$ cat config.mk
export PLATFORM = sky130hd
export DESIGN_NAME = audio_env_pwm
export DESIGN_NICKNAME = d
export VERILOG_FILES = /design/src/rtl/audio_env_pwm.sv
export SDC_FILE = /design/constraint.sdc
export NUM_CORES = 1
export LEC_CHECK = 0
export ABC_AREA = 0
export BUFFER_PORTS_ARGS = -buffer_cell sky130_fd_sc_hd__buf_2
export CORE_MARGIN = 4
export CORE_UTILIZATION = 60
export DETAILED_ROUTE_END_ITERATION = 6
export PLACE_DENSITY_LB_ADDON = 0.08
export SETUP_SLACK_MARGIN = 0.4
export SLEW_MARGIN = 5
export SYNTH_ARGS = -nofsm -noshare
export SYNTH_HDL_FRONTEND = slang
export SYNTH_SLANG_ARGS = --single-unit
$ cat constraint.sdc
create_clock -name clk -period 3.8 [get_ports clk]
set_input_delay 0.19 -clock clk [delete_from_list [all_inputs] [get_ports clk]]
set_output_delay 0.19 -clock clk [all_outputs]
set_load 0.005 [all_outputs]
$ cat src/rtl/audio_env_pwm.sv
// audio_env_pwm: ADSR envelope applied to a 1-bit square wave by PWM chopping
//   clk, rst_n (async active-low) | audio_in: synth square wave | gate: note held
//   silence: mute, clears envelope | audio_out: enveloped PWM audio (registered)
//   env_level: current envelope level | env_busy: envelope FSM not idle
module audio_env_pwm #(
  parameter int PWM_W       = 6,
  parameter int ATTACK_DIV  = 256,
  parameter int ATTACK_STEP = 8,
  parameter int DECAY_DIV   = 4096,
  parameter int SUSTAIN     = 24,
  parameter int RELEASE_DIV = 512
) (
  input  logic             clk,
  input  logic             rst_n,
  input  logic             audio_in,
  input  logic             gate,
  input  logic             silence,
  output logic             audio_out,
  output logic [PWM_W-1:0] env_level,
  output logic             env_busy
);
  localparam int MAXDIV = ATTACK_DIV > DECAY_DIV ?
                          (ATTACK_DIV > RELEASE_DIV ? ATTACK_DIV : RELEASE_DIV) :
                          (DECAY_DIV > RELEASE_DIV ? DECAY_DIV : RELEASE_DIV);
  localparam int TW = $clog2(MAXDIV + 1);
  localparam logic [PWM_W-1:0] MAX = '1;
  typedef enum logic [2:0] {S_IDLE, S_ATTACK, S_DECAY, S_SUST, S_RELEASE} state_t;
  state_t           state;
  logic [TW-1:0]    tcnt, div;
  logic [PWM_W-1:0] pwm_ctr, level_lat;
  logic [PWM_W:0]   sum;
  logic             gate_q, rise, fall, tick, active;
  always_comb begin
    rise   = gate & ~gate_q;
    fall   = ~gate & gate_q;
    div    = state == S_ATTACK ? TW'(ATTACK_DIV - 1) :
             state == S_DECAY  ? TW'(DECAY_DIV - 1)  : TW'(RELEASE_DIV - 1);
    tick   = tcnt == div;
    sum    = {1'b0, env_level} + (PWM_W + 1)'(ATTACK_STEP);
    active = state == S_ATTACK || state == S_DECAY || state == S_SUST;
    env_busy = state != S_IDLE;
  end
  always_ff @(posedge clk or negedge rst_n) begin
    if (!rst_n) begin
      state     <= S_IDLE;
      tcnt      <= '0;
      pwm_ctr   <= '0;
      level_lat <= '0;
      gate_q    <= 1'b0;
      env_level <= '0;
      audio_out <= 1'b0;
    end else begin
      gate_q    <= gate;
      pwm_ctr   <= pwm_ctr + 1'b1;
      // latch only at period end so a level change never cuts a pulse short
      if (pwm_ctr == MAX) level_lat <= env_level;
      audio_out <= audio_in & ~silence & (pwm_ctr < level_lat);
      tcnt      <= tick ? '0 : tcnt + 1'b1;
      if (silence) begin
        state     <= S_IDLE;
        env_level <= '0;
        tcnt      <= '0;
      end else if (rise) begin
        state <= S_ATTACK;
        tcnt  <= '0;
      end else if (fall) begin
        tcnt <= '0;
        if (active) state <= S_RELEASE;
      end else begin
        case (state)
          S_ATTACK: if (tick) begin
            if (sum >= {1'b0, MAX}) begin
              env_level <= MAX;
              state     <= S_DECAY;
              tcnt      <= '0;
            end else env_level <= sum[PWM_W-1:0];
          end
          S_DECAY: if (env_level <= PWM_W'(SUSTAIN)) begin
            state <= S_SUST;
            tcnt  <= '0;
          end else if (tick) begin
            env_level <= env_level - 1'b1;
            if (env_level == PWM_W'(SUSTAIN + 1)) begin
              state <= S_SUST;
              tcnt  <= '0;
            end
          end
          S_RELEASE: if (env_level == '0) begin
            state <= S_IDLE;
            tcnt  <= '0;
          end else if (tick) begin
            env_level <= env_level - 1'b1;
            if (env_level == PWM_W'(1)) begin
              state <= S_IDLE;
              tcnt  <= '0;
            end
          end
          default: ;
        endcase
      end
    end
  end
endmodule
-- Word level (Yosys, flattened, before mapping)
Cells that the tools add are included.
- $add $sub $neg: 4
- multiply operators: 0
- divide/modulo/power cells: 0
- order comparisons: 3
- equality and inequality tests: 20
- shift-type cells: 0
- multiplexer cells: 37
- bitwise gates (word level): 7
- reduce and logical (&&, ||, !) cells: 8
- operator list (kind ; number):
    13-bit two-way mux ; 12
    6-bit two-way mux ; 8
    13-bit case mux with 3 select lines ; 1
    3-bit two-way mux ; 12
    12-bit two-way mux ; 2
    6-bit case mux with 3 select lines ; 1
    13-bit by 1-bit adder with 13-bit output (second input constant) ; 1
    13-bit by 12-bit equality test with 1-bit output ; 1
    6-bit inequality test (second input constant) ; 2
    3-bit inequality test (second input constant) ; 3
    3-bit case mux with 3 select lines ; 1
    8-bit AND reduction ; 1
    6-bit by 4-bit adder with 7-bit output (second input constant) ; 1
    7-bit by 6-bit greater-or-equal comparator with 1-bit output (second input constant) ; 1
    6-bit by 1-bit adder with 6-bit output (second input constant) ; 1
    3-bit by 2-bit equality test with 1-bit output (second input constant) ; 2
    6-bit by 1-bit equality test with 1-bit output (second input constant) ; 1
    6-bit by 5-bit equality test with 1-bit output (second input constant) ; 1
    6-bit equality test (second input constant) ; 1
    6-bit by 5-bit less-or-equal comparator with 1-bit output (second input constant) ; 1
    6-bit logical NOT ; 1
    6-bit < comparator ; 1
    6-bit by 4-bit inequality test with 1-bit output (second input constant) ; 1
    6-bit by 5-bit inequality test with 1-bit output (second input constant) ; 1
    14 further kinds ; 21
- bits in registers: 36
- bits in latches: 0
- bits in writable memories: 0
- bits in read-only memories: 0
- bits of input ports: 5
- logic and storage cells: 86
- memories kept: 0

-- Logic depth before layout (Yosys ltp)
Gate-level depths: netlist of the first run.
- depth in word-level cells: 12
- depth in mapped cells: 9
- depth with buffers taken out: 8

-- Worst setup path after synthesis of the first run
OpenSTA, ideal clock, no wires.
- path type: reg-to-reg
- start point: reg env_level[0]
- end point: reg env_level[5]
- setup time: 0.122 ns
- data arrival time: 1.974 ns
- required time: 3.678 ns
- path slack: 1.705 ns
- cell stages (with the launch flop): 9
- path buffers: 1
- period minus slack after synthesis: 2.095 ns
- cells stage by stage: dfrtp_1 -> inv_1 -> ha_1 -> a2111oi_0 -> a211o_1 -> and3_2 -> buf_6 -> o21ai_0 -> a32o_1
- word-level cells in the longest chain between the ends: 8
- RTL lines (what ; line ; RTL):
    start: declaration ; 19 ; output logic [PWM_W-1:0] env_level,
    start signal: assignment ; 76 ; end else env_level <= sum[PWM_W-1:0];
    start signal: assignment ; 82 ; env_level <= env_level - 1'b1;
    start signal: assignment ; 92 ; env_level <= env_level - 1'b1;
    6-bit by 4-bit adder with 7-bit output ; 39 ; sum = {1'b0, env_level} + (PWM_W + 1)'(ATTACK_STEP);
    7-bit by 6-bit greater-or-equal comparator with 1-bit output ; 72 ; if (sum >= {1'b0, MAX}) begin
    6-bit two-way mux ; 72 ;
    6-bit two-way mux ; 71 ; S_ATTACK: if (tick) begin
    6-bit case mux with 3 select lines ; 70 ; case (state)
    6-bit two-way mux ; 66 ; end else if (fall) begin
    6-bit two-way mux ; 63 ; end else if (rise) begin
    6-bit two-way mux ; 59 ; if (silence) begin
Several ways; a longest one is shown, not always the timed one. The select of a mux whose other input is x is not followed.
A chain may end at the register's enable or synchronous reset.

-- Final worst setup path of the first run
- start point: reg env_level[3]
- end point: reg env_level[5]
The elaborated chain is that of the path after synthesis.

==> metrics.md, run 1 <==
| Metric | Value |
|---|---|
| Run status | `completed` |
| Combined area of all synthesized cells | `~2100 µm²` |
| Type of element launching the critical path | `flip-flop` |
| Unrepaired setup endpoints after global routing | `no` |
| Number of slew-limit violations in the final report | `0` |
| Data required time at the worst endpoint | `4.04 ns` |
| FF+latch count, synth | `36` |
| Dpl ws | `1.41 ns` |
| DR WL/cell | `between 10 and 15 µm` |
| Post-DRT Antenna Nets | `0` |
| Share of the synthesized area in the top cell type | `0.422` |
| Drt total wl | `~4100 µm` |
| GPL Wtd Cong | `between 0.8 and 0.9` |
| Synth cell types | `47` |
| Combined flip-flop and latch cell area | `901 µm²` |
| Data arrival time at the worst-slack endpoint | `2.65 ns` |
| Area Overhead vs Synth | `5.39%` |
| Number of antenna diodes | `0` |
| Critical Setup Path Class | `reg2reg` |
| Ratio of total power to cell area | `308 nW/µm²` |
| DRC marker count from the first detailed-route iteration | `110` |
| Mapped Avg Cell Area | `between 9 and 10 µm²` |
| Core box area | `3390 µm²` |
| Initial core utilization | `0.630` |
| Post-Route Hold Slack | `0.0259 ns` |
| Slew at the pin with the worst max-slew slack | `between 0.8 and 0.9 ns` |
| Final setup violation count | `0` |
| Number of global-route vias before repair | `1612` |
| CTS buffer count | `5` |
| Avg Vias per Cell | `5.81` |
| Slack of the critical path | `1.39 ns` |
| Total area of multi-input combinational cells | `between 1000 and 1500 µm²` |
| Top FF cell, synth | `dfrtp_1` |
| FILL cells | `285` |
| Cell taking the most area after synthesis | `dfrtp_1` |
| Post-CTS setup-driven buffer insertion count | `0` |
| Worst clock skew | `0.00276 ns` |
| Fraction of final layout cells sized beyond drive strength 1 | `0.114` |
| Full die area | `4580 µm²` |
| Type of the most critical hold path | `in2reg` |
| Fraction of the core area covered by cells at the end of the flow | `0.664` |
| Number of I/O port buffers | `12` |
| Seq/Total Area, Yosys | `0.422` |
| Most numerous cell types in the synthesized netlist | `dfrtp_1, nor2_1, inv_1` |
| TritonCTS clock tree | `yes` |
| Yosys warning total | `0` |
| Net count after synthesis | `around 240` |
| Total grt overflow | `0` |
| Bufs on Longest Clock Path | `2` |
| Clock network latency to the later pin of the worst-skew pair | `0.33 ns` |
| Wire length of the first global-routing pass | `approximately 7400 µm` |
| Die outline width | `67.6 µm` |
| Post-detail-place hpwl | `2910 µm` |
| Largest cells by area after synthesis | `dfrtp_1, ha_1, xnor2_1` |
| Setup slack on the worst flop-to-flop path | `about 1.4 ns` |
| Number of detailed-routing iterations run before antenna repair | `4` |
| Number of antenna violations at the first check in global routing | `0` |
| # DRC | `0` |
| # IOs | `13` |
| Vertical extent of the die | `67.6 µm` |
| Normalized max-slew margin | `0.396` |
| Clock transition at the registers of the reported paths | `0.11 ns` |
| Element type at the critical path end | `flip-flop` |
| Final-layout setup total negative slack | `0 ns` |
| Crit path max fanout | `11` |
| Aggregate global-route resource usage | `0.216` |
| Row count | `21` |
| Worst-case vdd ir drop | `between 0.2 and 0.25 mV` |
| Pin count of the biggest net entering global routing | `37` |
| Minimum clock period | `about 2.4 ns` |
| Number of flops mapped to enable cells by yosys | `0` |
| Leak pwr | `1.02 nW` |
| Count of maximum capacitance violations | `0` |
| Most repeated cell in the gate-level netlist after synthesis | `dfrtp_1` |
| Number of levels the H-tree was split into | `2` |
| # nets final | `247` |
| Clock sink count | `36` |
| Cells after synthesis | `approximately 220` |
| Share of synthesized registers carrying an async set or reset | `1.00` |
| Root buf cell | `clkbuf_4` |
| Highest achievable clock rate | `approximately 0.41 GHz` |
| Period utilization | `0.635` |
| Hold Vio Cnt, Final | `0` |
| Vias after detailed routing | `1592` |
==> power by group <==
part,internal (mW),switching (mW)
Combinational,0.0281,0.0460
Sequential,0.388,0.0131
Clock,0.0881,0.128
Total,0.505,0.187
==> per-layer routing <==
layer | global-route usage | vias to the layer above | part of all wire
met1 | 0.275 | 782 | 0.46
met5 | 0 | - | 0
met4 | 0.0861 | 0 | 0.013
met3 | 0.0499 | 6 | 0.043
li1 | - | 773 | -
met2 | 0.351 | 31 | 0.48
==> stage by stage <==
stage | area, µm² | cells | power (mW)
2_1_floorplan | 2130 | 218 | 0.461
3_3_place_gp | 2180 | 265 | 0.478
3_5_place_dp | 2180 | 265 | 0.481
4_1_cts | 2250 | 274 | 0.696
5_1_grt | 2250 | 274 | 0.731
6_report | 2250 | 274 | 0.692
==> sequential cells by signal (all words and copies together), names as in the netlist <==
| signal | cells |
|---|---|
| env_level | 6 |
| gate_q | 1 |
| audio_out | 1 |
| pwm_ctr | 6 |
| level_lat | 6 |
| tcnt | 13 |
| state | 3 |
==> cell families (layout without fill, tap and decap cells) <==
logic type               after synthesis  in the layout  share of synthesized area
adder cells (fa/ha/maj)               15             15                     0.0879
AND/OR/NAND/NOR                       76             76                      0.204
AO/OA/AOI/OAI                         41             41                      0.127
XOR/XNOR                              20             20                     0.0821
multiplexers                           3              3                     0.0147
flip-flops                            36             36                      0.422
buffers and inverters                 27             37                     0.0627
==> path summary, 6_finish.rpt <==
check                             startpoint      endpoint  cells past startpoint
worst max-delay path            env_level[3]  env_level[5]                      8
worst max register to register  env_level[3]  env_level[5]                      8
worst min register to register       tcnt[0]       tcnt[0]                      1
max in group asynchronous              rst_n    pwm_ctr[4]                      2
worst min-delay path                    gate        gate_q                      1
min in group asynchronous              rst_n       tcnt[1]                      2
==> layout make-up <==
type,count,area share
Clock buffer,6,0.0228
Clock inverter,2,0.00445
Inverter,16,0.0267
Multi-Input combinational cell,155,0.489
Sequential cell,36,0.400
Tap cell,46,0.0256
Timing Repair Buffer,13,0.0311
==> critical path, stage by stage, from the launching register on <==
cell and delay, ns:
dfrtp_1 0.57, inv_1 0.17, ha_1 0.35, and3b_1 0.17, o211ai_1 0.21, nand3_1 0.28
nor2_1 0.18, o21ai_0 0.10, a32o_1 0.27
==> cells in the final DEF (no fill, tap or decap), types with 3 or more instances in the layout <==
cell / synthesis / layout
a21oi_1: 9 / 9
a311oi_1: 3 / 3
and2_1: 3 / 3
and3_1: 6 / 6
buf_2: 4 / 12
clkbuf_4: 0 / 5
dfrtp_1: 36 / 36
ha_1: 15 / 15
inv_1: 16 / 16
nand2_1: 13 / 13
nand3_1: 12 / 12
nor2_1: 20 / 20
nor3_1: 4 / 4
o21ai_0: 10 / 10
xnor2_1: 10 / 10
xor2_1: 10 / 10
==> timing repair <==
item / CTS / global route
resized for setup: 0 / 0
hold buffers: 1 / 0
endpoints found under the hold margin: 36 / 0
setup endpoints to repair: 0 / 0
Note: power is estimated with default switching activity, not from simulation.
==> inputs of run 2 (changes only) <==
==> constraint.sdc (replaced) <==
create_clock -name clk -period 2.45 [get_ports clk]
set_input_delay 0.1225 -clock clk [delete_from_list [all_inputs] [get_ports clk]]
set_output_delay 0.1225 -clock clk [all_outputs]
set_load 0.005 [all_outputs]
==> run 2 against run 1 <==
Core utilization grew 7.3 points. Setup slack worse by 1.0 ns. Cell count is 7.7% higher. Routed wire length is 12% higher. Largest cell class unchanged. Clock skew is 0.0017 ns higher. Via count grew 5.8%. Sequential power is 54% higher. Die area stayed put. Combinational power rose by 110%. Critical path type unchanged. Non-clock buffer count up 20. Sequential cell count did not move. Largest power group unchanged. Maximum frequency grew 17%.
==> metrics.md, run 2 (synthesis results as in run 1) <==
| Metric | Value |
|---|---|
| Net Switching | `0.293 mW (+56%)` |
| # nets final | `268 (+8.5%)` |
| Placed cell count | `270 (+1.9%)` |
| Row count | `21 (unchanged)` |
| Avg Vias per Cell | `5.71 (-1.7%)` |
| Normalized max-slew margin | `0.470 (+0.0732)` |
| Crit path max fanout | `4 (-7)` |
| Total grt overflow | `0 (unchanged)` |
| Combinational cell fraction of total power | `0.141 (+0.034)` |
| Fraction of the core area covered by cells at the end of the flow | `0.737 (+0.0735)` |
| Slack of the critical path | `0.391 ns (-0.997 ns)` |
| Root buf cell | `clkbuf_4` |
| Number of antenna diodes | `0 (unchanged)` |
| Worst-case vdd ir drop | `0.323 mV (+56%)` |
| CTS buffer count | `5 (unchanged)` |
| Post-DRT Antenna Nets | `0 (unchanged)` |
| Most common cell after layout, fill and taps aside | `dfrtp_1` |
| Area Overhead vs Synth | `17.1%` |
| Run status | `completed` |
| Number of slew-limit violations in the final report | `0 (unchanged)` |
| Leak pwr | `1.14 nW (+12%)` |
| Element type at the critical path end | `flip-flop` |
| Count of maximum capacitance violations | `0 (unchanged)` |
| Final cell count without fillers | `295 (+7.7%)` |
| Bufs on Longest Clock Path | `2 (unchanged)` |
| Full die area | `4580 µm² (unchanged)` |
| Clock transition at the registers of the reported paths | `0.10 ns (about the same)` |
| Critical Setup Path Class | `reg2reg` |
| Hold Path Origin | `silence` |
| Clock sink count | `36 (unchanged)` |
| Vias after detailed routing | `1685 (+5.8%)` |
| Vertical extent of the die | `67.6 µm (unchanged)` |
| Highest achievable clock rate | `0.486 GHz (+17%)` |
| Number of levels the H-tree was split into | `2 (unchanged)` |
| Flop pwr share | `0.562 (-0.018)` |
| Unrepaired setup endpoints after global routing | `yes` |
| DR WL/cell | `15.6 µm (+4.3%)` |
| Slew at the pin with the worst max-slew slack | `0.796 ns (-0.104 ns)` |
| Clk network pwr share | `0.297 (-0.016)` |
| Number of cells on the worst hold path | `2 (+1)` |
| TritonCTS clock tree | `yes` |
| Wire length of the first global-routing pass | `7330 µm (-0.84%)` |
| # IOs | `13 (unchanged)` |
| # DRC | `0 (unchanged)` |
| Number of I/O port buffers | `12 (unchanged)` |
| Worst reg2reg startpoint | `env_level[3]` |
| Period utilization | `0.841 (+0.206)` |
| Final-layout setup total negative slack | `0 ns (unchanged)` |
| Ratio of total power to cell area | `442 nW/µm² (+44%)` |
| Minimum clock period | `2.06 ns (-0.353 ns)` |
| Initial core utilization | `0.630 (unchanged)` |
| Design internal power | `0.812 mW (+61%)` |
| Type of the most critical hold path | `in2reg` |
| DRC marker count from the first detailed-route iteration | `172 (+56%)` |
| Number of cells on the worst reg-to-reg path | `8 (unchanged)` |
| Hold Vio Cnt, Final | `0 (unchanged)` |
| Dpl ws | `0.163 ns (-1.24 ns)` |
| Post-detail-place hpwl | `3100 µm (+6.3%)` |
| Largest Register | `tcnt` |
| Number of antenna violations at the first check in global routing | `0 (unchanged)` |
| Data arrival time at the worst-slack endpoint | `2.29 ns (-0.36 ns)` |
| Most frequent cells in the layout | `dfrtp_1, nor2_1, buf_4, nand2_1, ha_1` |
| Switching part of the total | `0.265 (-0.00550)` |
| Worst clock skew | `0.00451 ns (+0.00175 ns)` |
| Number of flip-flops in the largest register | `13 (unchanged)` |
| Pin count of the biggest net entering global routing | `37 (unchanged)` |
| Number of detailed-routing iterations run before antenna repair | `4 (unchanged)` |
| Clock network latency to the later pin of the worst-skew pair | `0.33 ns (about the same)` |
| GPL Wtd Cong | `0.934 (+5.2%)` |
| Data required time at the worst endpoint | `2.68 ns (-1.36 ns)` |
| Drt total wl | `4600 µm (+12%)` |
| Type of element launching the critical path | `flip-flop` |
| Fraction of final layout cells sized beyond drive strength 1 | `0.265 (+0.151)` |
| Final setup violation count | `0 (unchanged)` |
| Worst setup path startpoint | `env_level[3]` |
| Aggregate global-route resource usage | `0.212 (-0.00339)` |
| Number of global-route vias before repair | `1675 (+3.9%)` |
| Core box area | `3390 µm² (unchanged)` |
| Die outline width | `67.6 µm (unchanged)` |
==> run 2: cell types whose count changed in the layout (fill, tap and decap cells not counted), sizes merged <==
cell | before | now
buf | 12 | 30
and3 | 7 | 8
dlygate4sd3 | 1 | 3
==> run 2: power groups by stage <==
stage / clock (mW) / sequential, mW / combinational (mW)
after floorplan: 0 / 0.619 / 0.0969
after global placement: 0 / 0.632 / 0.110
after detailed placement: 0 / 0.633 / 0.115
after CTS: 0.350 / 0.622 / 0.119
after global routing: 0.381 / 0.623 / 0.169
final: 0.328 / 0.621 / 0.156
==> run 2: cell type report <==
cell class,instances,area (µm²)
Inverter,16,60.1
Tap cell,46,57.6
Fill cell,247,891
Sequential cell,36,910
Clock buffer,6,51.3
Multi-Input combinational cell,156,1180
Clock inverter,2,10.0
Timing Repair Buffer,33,229
==> run 2: through the flow <==
| step | power [mW] | area, µm² | hold WS, ns |
|---|---|---|---|
| final | 1.10 | 2500 | 0.0905 |
| after CTS | 1.09 | 2350 | 0.0165 |
| after detailed placement | 0.748 | 2220 | 0.247 |
| after floorplan | 0.716 | 2140 | -0.173 |
| after global placement | 0.742 | 2220 | 0.226 |
| after global routing | 1.17 | 2500 | 0.0790 |
==> run 2: critical path: stages, from the launching register on <==
cell and delay, ns:
dfrtp_2 0.44, inv_2 0.08, ha_1 0.33, and3b_1 0.18, o211ai_1 0.27, a21boi_1 0.14
o22ai_2 0.19, a22oi_1 0.13, o22a_1 0.20
==> run 2: path summary, 6_finish.rpt <==
kind	end	slack [ns]
max	state[0]	0.39
min	env_level[1]	0.09
max reg2reg	state[0]	0.39
min reg2reg	pwm_ctr[0]	0.53
max in group asynchronous	state[2]	1.50
min in group asynchronous	pwm_ctr[5]	0.40
==> run 2: timing repair <==
item / CTS / global route
setup endpoints to repair: 8 / 22
gates cloned: 0 / 1
hold buffers: 2 / 1
gates resized for setup: 7 / 21
pin swaps: 1 / 9
endpoints found under the hold margin: 37 / 1
buffers inserted: 3 / 10
==> run 2: routing by layer <==
layer / up-vias / GRT usage / part of all wire
met5: - / 0 / 0
met4: 0 / 0.0759 / 0.012
met3: 10 / 0.0516 / 0.041
met2: 45 / 0.380 / 0.52
met1: 813 / 0.243 / 0.43
li1: 817 / - / -
